## src/rtl/reg_wb_sequencer.sv

```systemverilog
// Register-file write-back sequencer: merges load and ALU results onto the single write port,
// tracks pending writes per register and runs the register zeroing sweep.
module reg_wb_sequencer #(
  parameter int unsigned DATA_W     = 32,
  parameter int unsigned ADDR_W     = 5,
  parameter int unsigned FIFO_DEPTH = 2
) (
  input  logic              clk,
  input  logic              rst_n,
  input  logic              alu_valid,
  input  logic [ADDR_W-1:0] alu_addr,
  input  logic [DATA_W-1:0] alu_data,
  output logic              alu_ready,
  input  logic              ld_valid,
  input  logic [ADDR_W-1:0] ld_addr,
  input  logic [DATA_W-1:0] ld_data,
  input  logic              issue_valid,
  input  logic [ADDR_W-1:0] issue_addr,
  input  logic [ADDR_W-1:0] chk_addr1,
  input  logic [ADDR_W-1:0] chk_addr2,
  output logic              busy1,
  output logic              busy2,
  input  logic              clr_req,
  output logic              clr_busy,
  output logic              reg_w,
  output logic [ADDR_W-1:0] w_reg_addr,
  output logic [DATA_W-1:0] w_data
);

  localparam int unsigned NumRegs  = 1 << ADDR_W;
  localparam int unsigned PtrW     = $clog2(FIFO_DEPTH);
  localparam int unsigned CntW     = PtrW + 1;
  localparam logic [CntW-1:0]   DepthCnt = CntW'(FIFO_DEPTH);
  localparam logic [ADDR_W-1:0] LastAddr = '1;

  typedef enum logic [1:0] {StIdle, StClrWait, StClear} state_e;

  state_e              state_q, state_d;
  logic [ADDR_W-1:0]   sweep_q, sweep_d;
  logic [ADDR_W-1:0]   fifo_addr_q [FIFO_DEPTH];
  logic [DATA_W-1:0]   fifo_data_q [FIFO_DEPTH];
  logic [PtrW-1:0]     rd_ptr_q, wr_ptr_q;
  logic [CntW-1:0]     count_q, count_d;
  logic [NumRegs-1:0]  sb_q, sb_d;
  logic                reg_w_q, reg_w_d;
  logic [ADDR_W-1:0]   w_addr_q, w_addr_d;
  logic [DATA_W-1:0]   w_data_q, w_data_d;
  logic                clr_busy_q, clr_busy_d;
  logic                fifo_empty, alu_keep, push, pop;

  assign fifo_empty = (count_q == '0);
  assign alu_ready  = (count_q < DepthCnt) && (state_q == StIdle);
  // Address-0 results are accepted but discarded here.
  assign alu_keep   = alu_valid && alu_ready && (alu_addr != '0);
  assign push       = alu_keep && (ld_valid || !fifo_empty);
  assign pop        = (state_q != StClear) && !ld_valid && !fifo_empty;

  assign busy1      = (chk_addr1 != '0) && sb_q[chk_addr1];
  assign busy2      = (chk_addr2 != '0) && sb_q[chk_addr2];
  assign clr_busy   = clr_busy_q;
  assign reg_w      = reg_w_q;
  assign w_reg_addr = w_addr_q;
  assign w_data     = w_data_q;

  always_comb begin
    count_d = count_q;
    unique case ({push, pop})
      2'b10:   count_d = count_q + CntW'(1);
      2'b01:   count_d = count_q - CntW'(1);
      default: count_d = count_q;
    endcase
  end

  always_comb begin
    reg_w_d  = 1'b0;
    w_addr_d = w_addr_q;
    w_data_d = w_data_q;
    if (state_q == StClear) begin
      reg_w_d  = 1'b1;
      w_addr_d = sweep_q;
      w_data_d = '0;
    end else if (ld_valid) begin
      if (ld_addr != '0) begin
        reg_w_d  = 1'b1;
        w_addr_d = ld_addr;
        w_data_d = ld_data;
      end
    end else if (!fifo_empty) begin
      reg_w_d  = 1'b1;
      w_addr_d = fifo_addr_q[rd_ptr_q];
      w_data_d = fifo_data_q[rd_ptr_q];
    end else if (alu_keep) begin
      reg_w_d  = 1'b1;
      w_addr_d = alu_addr;
      w_data_d = alu_data;
    end
  end

  always_comb begin
    sb_d = sb_q;
    if (reg_w_q) sb_d[w_addr_q] = 1'b0;
    // Applied after the clear so a same-cycle set wins.
    if (issue_valid && (issue_addr != '0) && (state_q == StIdle)) sb_d[issue_addr] = 1'b1;
  end

  always_comb begin
    state_d    = state_q;
    sweep_d    = sweep_q;
    clr_busy_d = clr_busy_q;
    unique case (state_q)
      StIdle: begin
        // clr_busy stays high for the cycle showing the last sweep write.
        if (clr_req && !clr_busy_q) begin
          state_d    = StClrWait;
          clr_busy_d = 1'b1;
        end else begin
          clr_busy_d = 1'b0;
        end
      end
      StClrWait: begin
        if (fifo_empty && (sb_q == '0) && !ld_valid) begin
          state_d = StClear;
          sweep_d = '0;
        end
      end
      StClear: begin
        sweep_d = sweep_q + ADDR_W'(1);
        if (sweep_q == LastAddr) state_d = StIdle;
      end
      default: state_d = StIdle;
    endcase
  end

  always_ff @(posedge clk or negedge rst_n) begin
    if (!rst_n) begin
      state_q    <= StIdle;
      sweep_q    <= '0;
      rd_ptr_q   <= '0;
      wr_ptr_q   <= '0;
      count_q    <= '0;
      sb_q       <= '0;
      reg_w_q    <= 1'b0;
      w_addr_q   <= '0;
      w_data_q   <= '0;
      clr_busy_q <= 1'b0;
    end else begin
      state_q    <= state_d;
      sweep_q    <= sweep_d;
      count_q    <= count_d;
      sb_q       <= sb_d;
      reg_w_q    <= reg_w_d;
      w_addr_q   <= w_addr_d;
      w_data_q   <= w_data_d;
      clr_busy_q <= clr_busy_d;
      if (push) wr_ptr_q <= wr_ptr_q + PtrW'(1);
      if (pop)  rd_ptr_q <= rd_ptr_q + PtrW'(1);
    end
  end

  // Entry storage needs no reset: the count guards every read.
  always_ff @(posedge clk) begin
    if (push) begin
      fifo_addr_q[wr_ptr_q] <= alu_addr;
      fifo_data_q[wr_ptr_q] <= alu_data;
    end
  end

endmodule

```

## config.mk

```make
export PLATFORM = sky130hd
export DESIGN_NAME = reg_wb_sequencer
export DESIGN_NICKNAME = d
export VERILOG_FILES = /design/src/rtl/reg_wb_sequencer.sv
export SDC_FILE = /design/constraint.sdc
export NUM_CORES = 1
export LEC_CHECK = 0
export BUFFER_PORTS_ARGS = -buffer_cell sky130_fd_sc_hd__clkbuf_2
export CORE_AREA = 2 2 161 116
export CTS_BUF_LIST = sky130_fd_sc_hd__clkbuf_4 sky130_fd_sc_hd__clkbuf_8
export CTS_CLUSTER_DIAMETER = 200
export CTS_CLUSTER_SIZE = 8
export DETAILED_ROUTE_END_ITERATION = 8
export DIE_AREA = 0 0 163 118
export PLACE_DENSITY = 0.75
export SETUP_SLACK_MARGIN = 0.4
export SLEW_MARGIN = 15
export SYNTH_ARGS = -nofsm -noshare
export SYNTH_HDL_FRONTEND = slang
export SYNTH_SLANG_ARGS = --single-unit
```

## constraint.sdc

```tcl
create_clock -name clk -period 3.4 [get_ports clk]
set_input_delay 0 -clock clk [delete_from_list [all_inputs] [get_ports clk]]
set_output_delay 0 -clock clk [all_outputs]
set_load 0.05 [all_outputs]
```

==> impl_metrics.env, run 1 <==
export IMPL_clock_fmax_mhz=358
export IMPL_cts_tree="done"
export IMPL_status="finished clean"
export IMPL_gp_congestion=0.857
export IMPL_met3_usage_pct=6.48
export IMPL_wl_um=20400
export IMPL_final_nets=951
export IMPL_final_max_slew_viol_count=0
export IMPL_clk_pin_slew_ps=90
export IMPL_dpl_cell_count=995
export IMPL_clk_latency_ps=460
export IMPL_coreArea_sq_mm=0.0177
export IMPL_clock_path_buffers=2
export IMPL_wl_per_cell_um=18.5
export IMPL_power_uw=7160
export IMPL_fillers=1506
export IMPL_setup_viol=0
export IMPL_busiest_layer="met2"
export IMPL_fin_tns_setup_ps=0
export IMPL_overflow=0
export IMPL_areaGrowthSynthToFinish_pct=27.0
export IMPL_async_flop_share_pct=52.6
export IMPL_final_min_clock_period_ps=2790
export IMPL_hp_start="ld_addr[1]"
export IMPL_cp_end_kind="flip-flop"
export IMPL_portBuffers=136
export IMPL_synth_cells=657
export IMPL_vdd_drop_max_uv=485
export IMPL_grt_pass1_wl_um=32700
export IMPL_ys_flop_type="dfrtp_1"
export IMPL_dp_worst_setup_slack_ps=560
export IMPL_synth_edf_count=74
export IMPL_antenna_found_initial=1
export IMPL_timing_final_hold_violations=0
export IMPL_numCtsBuffers=17
export IMPL_crit_type="flip-flop to flip-flop"
export IMPL_finalCritPeriodShare_pct=82.1
export IMPL_p_per_area_mw_per_mm2=733
export IMPL_synth_seq_area_share_pct=55.6
export IMPL_drc=0
export IMPL_cp_arrival_ps=3170
export IMPL_ys_types=49
export IMPL_required_ps=3780
export IMPL_synth_seq_cells=156
export IMPL_globalRouteMet2Util_pct=32.3
export IMPL_dp_hpwl_um=13400
export IMPL_maxSlewHeadroom_pct=28.3
export IMPL_die_x_um=163
export IMPL_worstSetupStartpoint="state_q[0]"
export IMPL_cellLeakagePower_uw=0.00419
export IMPL_yosys_warnings=0
export IMPL_cts_setup_buffers=0
export IMPL_final_instance_count_excl_fill=1103
export IMPL_ioPinCount=137
export IMPL_grt_pass1_vias=6031
export IMPL_syn_area_sq_mm=0.00768
export IMPL_syn_area_per_cell_sq_um=11.7
export IMPL_final_antenna_net_count=0
export IMPL_start_util_pct=43.4
export IMPL_rsz0062_at_grt="false"
export IMPL_worst_pin_slew_ps=1070
export IMPL_rows=41
export IMPL_hold_class="primary input to flip-flop"
export IMPL_grt_max_degree=65
export IMPL_drive_gt1_share_pct=23.9
export IMPL_start_kind="flip-flop"
export IMPL_via_per_inst=5.53
export IMPL_finalClockSkew_ps=16.3
export IMPL_path_max_fanout=26
export IMPL_root_buffer="clkbuf_8"
export IMPL_met1_usage_pct=31.7
export IMPL_dieArea_sq_mm=0.0192
export IMPL_synth_nets=755
export IMPL_first_iter_violations=570
export IMPL_maxCapViolations=0
export IMPL_htree_num_levels=4
export IMPL_chipHeight_um=118
export IMPL_clkSinkCount=156
export IMPL_fin_ws_ps=610
export IMPL_track_usage_pct=21.9
export IMPL_num_vias=6097
export IMPL_rr_startpoint="state_q[0]"
export IMPL_firstDrtPassIters=6
==> what timing repair did <==
action	in CTS	in global routing
endpoints found under the hold margin	187	0
resized for setup	0	0
hold buffers	75	0
==> critical path, stage by stage (launching register included) <==
cell	delay (ps)
dfrtp_1	500
nor4b_1	460
o32ai_1	220
o21ai_4	880
buf_4	410
mux2i_1	240
==> metrics by stage <==
step	hold WS [ps]	cell area, sq um	util, %
finish	26.3	9760	55.1
global placement	143	8600	48.6
CTS	22.2	9760	55.1
detailed placement	142	8600	48.6
floorplan	-296	7680	-
global route	30.3	9760	55.1
==> power by group <==
| group | switching (uW) | internal, uW | total, uW |
|---|---|---|---|
| Sequential | 448 | 2370 | 2820 |
| Combinational | 1910 | 1020 | 2930 |
| Clock | 704 | 705 | 1410 |
| Total | 3060 | 4100 | 7160 |
==> layout make-up <==
class / instances / area [sq um] / share of cell area [%]
clock inverter: 12 / 139 / 1.42
clock buffer: 20 / 269 / 2.76
sequential: 156 / 4280 / 43.8
antenna: 1 / 2.50 / 0.0256
multi-input combinational: 419 / 3090 / 31.7
tap: 236 / 295 / 3.03
timing repair buffer: 223 / 1550 / 15.9
inverter: 36 / 135 / 1.38
==> worst paths after layout <==
check / endpoint / slack (ps) / depth (start not counted)
setup / recovery: w_data[27] / 610 / 5
hold / removal: w_reg_addr[1] / 30 / 4
setup reg to reg: w_data[27] / 610 / 5
hold reg to reg: sb_q[0] / 510 / 1
max in group asynchronous: sb_q[18] / 2390 / 3
min in group asynchronous: w_data[23] / 170 / 2
==> cells in the mapped netlist (all sizes together) (2+ instances only) <==
cell / number / area [sq um]
a211oi: 33 / 248
a21oi: 7 / 35.0
a221o: 4 / 40.0
and2: 33 / 206
and3: 5 / 31.3
buf: 17 / 100
clkbuf: 29 / 109
dfrtp: 82 / 2050
edfxtp: 74 / 2220
ha: 3 / 37.5
inv: 36 / 135
mux2: 8 / 90.1
mux2i: 76 / 761
mux4: 14 / 315
nand2: 11 / 41.3
nand2b: 2 / 12.5
nand3: 6 / 30.0
nand3b: 10 / 75.1
nand4: 4 / 25.0
nand4b: 3 / 26.3
nor2: 13 / 48.8
nor3: 43 / 215
nor3b: 2 / 15.0
nor4: 9 / 56.3
nor4b: 2 / 17.5
o21a: 2 / 15.0
o21ai: 99 / 495
o22ai: 3 / 18.8
or2: 3 / 18.8
or3: 4 / 25.0
or3b: 3 / 26.3
or4: 2 / 15.0
xnor2: 3 / 26.3
xor2: 2 / 17.5
==> state kept, by name, summed over array words and instances (netlist names) <==
| signal | count |
|---|---|
| clr_busy | 1 |
| count_q | 2 |
| fifo_addr_q | 10 |
| fifo_data_q | 64 |
| rd_ptr_q | 1 |
| reg_w | 1 |
| sb_q | 32 |
| state_q | 2 |
| sweep_q | 5 |
| w_data | 32 |
| w_reg_addr | 5 |
| wr_ptr_q | 1 |
==> placed cells by master (no fill, tap or decap), drive strengths merged, types with 8 or more instances in the layout <==
master       Yosys  final
o21ai           99     99
a211oi          33     33
nor2            13     13
clkbuf          29    155
dlygate4sd3      0     75
nand2           11     11
buf             17     13
and2            33     33
inv             36     37
edfxtp          74     74
mux2             8      8
mux4            14     14
clkinv           0      8
mux2i           76     76
nor3            43     43
dfrtp           82     82
nor4             9      9
nand3b          10     10
==> cell families after synthesis <==
family	count (synthesis)	synth area share (%)
mux	98	15.2
flops	156	55.6
fa+ha+maj	3	0.488
compound gates	156	11.9
simple gates	157	11.7
buf+inv	82	4.48
xor+xnor	5	0.570
==> per-layer routing <==
metal / share of wire, % / routed length [um]
met3: 7.7 / 1570
met2: 45 / 9220
met4: 1.2 / 243
met1: 46 / 9380
met5: 0.054 / 11
Power figures use the tool's default switching activity.
==> run 2, diff against run 1 <==
- PLACE_DENSITY: 0.75 -> 0.77
- clock period: 3.4 -> 2.2 ns (I/O delays scaled with it)
==> impl_metrics.env, run 2 (synthesis results as in run 1) <==
export IMPL_dp_worst_setup_slack_ps=156
export IMPL_setup_viol=2
export IMPL_final_max_slew_viol_count=0
export IMPL_status="finished, violations left"
export IMPL_p_clk_share_pct=17.8
export IMPL_cp_buffers_inverters=1
export IMPL_rsz0062_at_grt="true"
export IMPL_timing_final_hold_violations=0
export IMPL_path_max_fanout=2
export IMPL_antenna_found_initial=1
export IMPL_layout_common_cells="clkbuf_2 (133), o21ai_0 (88), dfrtp_1 (76)"
export IMPL_drive_gt1_share_pct=31.0
export IMPL_crit_type="flip-flop to output port"
export IMPL_crit_path_max_incr_delay_ps=520
export IMPL_cp_depth=5
export IMPL_dpl_cell_area_sq_mm=0.00873
export IMPL_wl_um=22200
export IMPL_via_per_inst=5.58
export IMPL_maxCapViolations=0
export IMPL_first_iter_violations=596
export IMPL_start_kind="flip-flop"
export IMPL_finalCritPeriodShare_pct=103
export IMPL_cts_tree="done"
export IMPL_finalClockSkew_ps=19.7
export IMPL_grt_pass1_wl_um=34200
export IMPL_die_x_um=163
export IMPL_overflow=0
export IMPL_clk_pin_slew_ps=80
export IMPL_p_seq_share_pct=36.8
export IMPL_final_nets=1004
export IMPL_track_usage_pct=22.9
export IMPL_hold_class="primary input to flip-flop"
export IMPL_cp_arrival_ps=2270
export IMPL_worst_pin_slew_ps=664
export IMPL_clock_path_buffers=2
export IMPL_crit_chain="mux4_2, mux2i_1, nor3b_2, or4_4, buf_8"
export IMPL_dpl_cell_count=1012
export IMPL_areaGrowthSynthToFinish_pct=37.5
export IMPL_coreArea_sq_mm=0.0177
export IMPL_power_switching_uw=4910
export IMPL_largest_register="fifo_data_q"
export IMPL_r2r_slack_ps=310
export IMPL_wl_per_cell_um=19.2
export IMPL_vdd_drop_max_uv=805
export IMPL_start_util_pct=43.4
export IMPL_final_antenna_net_count=0
export IMPL_dieArea_sq_mm=0.0192
export IMPL_final_common_cell="clkbuf_2"
export IMPL_violations="negative setup slack"
export IMPL_critPathSlowestCell="or4_4"
export IMPL_final_min_clock_period_ps=2270
export IMPL_num_vias=6455
export IMPL_rows=41
export IMPL_fin_ws_ps=-73.2
export IMPL_p_per_area_mw_per_mm2=1100
export IMPL_clk_latency_ps=460
export IMPL_required_ps=2200
export IMPL_maxSlewHeadroom_pct=55.7
export IMPL_cp_end_kind="output port"
export IMPL_pwr_share_comb_pct=45.4
export IMPL_clock_fmax_mhz=440
export IMPL_dp_hpwl_um=13900
export IMPL_htree_num_levels=4
export IMPL_root_buffer="clkbuf_8"
export IMPL_drc=0
export IMPL_rr_startpoint="count_q[1]"
export IMPL_fin_area_sq_mm=0.0106
export IMPL_portBuffers=136
export IMPL_largest_register_ff_count=64
export IMPL_numCtsBuffers=17
export IMPL_gp_congestion=0.823
export IMPL_reg2reg_to="fifo_data_q[0][2]"
export IMPL_switching_share_pct=42.1
export IMPL_cellLeakagePower_uw=0.00456
export IMPL_endpoint="busy2"
export IMPL_chipHeight_um=118
export IMPL_r2r_cells=6
export IMPL_p_int_uw=6760
export IMPL_worstSetupStartpoint="sb_q[21]"
export IMPL_crit_family="multiplexers"
export IMPL_grt_max_degree=65
export IMPL_ioPinCount=137
export IMPL_clkSinkCount=156
export IMPL_grt_pass1_vias=6255
export IMPL_final_instance_count_excl_fill=1157
export IMPL_firstDrtPassIters=5
## run 2: worst min-delay path by stage
stage | from | end | cells past startpoint
floorplan | rst_n | clr_busy | 0
global placement | rst_n | w_data[30] | 1
detailed placement | rst_n | w_data[30] | 1
CTS | ld_data[23] | w_data[23] | 4
global route | ld_data[9] | w_data[9] | 4
finish | ld_data[9] | w_data[9] | 4
## run 2: worst register-to-register path: cells and delay by family (launching register included)
kind | cells | cell delay [ps]
AOI/OAI and AO/OA | 1 | 160
buffers and inverters | 3 | 520
DFF | 1 | 460
and+or+nand+nor | 2 | 480
## run 2: area by class of cell
type                       instances  area (sq um)
antenna                            2          5.00
tap                              236           295
sequential                       156          4280
fill                            1381          7130
timing repair buffer             276          2240
multi-input combinational        419          3240
clock buffer                      19           249
clock inverter                    13           126
inverter                          36           135
## run 2: metrics by stage
stage	power (uW)	TNS (ps)	utilization [%]	hold slack (ps)
after floorplan	7540	0	-	-296
after detailed placement	8890	0	49.3	84.8
final	11700	-105	59.7	47.6
after CTS	11400	-63.8	57.1	0.309
after global routing	12300	-281	59.7	36.6
after global placement	8790	0	49.3	68.9
## run 2: power groups by stage
stage,combinational (uW),sequential (uW),clock [uW]
6_report,5300,4300,2070
4_1_cts,5010,4260,2100
3_5_place_dp,4560,4330,0
2_1_floorplan,2330,5210,0
5_1_grt,5670,4370,2240
3_3_place_gp,4480,4310,0
## run 2: repair_timing
| action | CTS | global route |
|---|---|---|
| buffers inserted | 17 | 11 |
| pin swaps | 5 | 11 |
| endpoints found under the hold margin | 179 | 4 |
| gates cloned | 1 | 8 |
| gates resized for setup | 23 | 43 |
| hold buffers | 73 | 1 |
| setup endpoints to repair | 116 | 150 |
## run 2: metal layers
layer  GRT usage (%)  vias up  routed length [um]
met3            5.29       43                1680
met1            32.6     3134                9930
met2            34.0      313               10100
met4            9.29        0                 487
li1                -     2965                   -
met5               0        -                   0
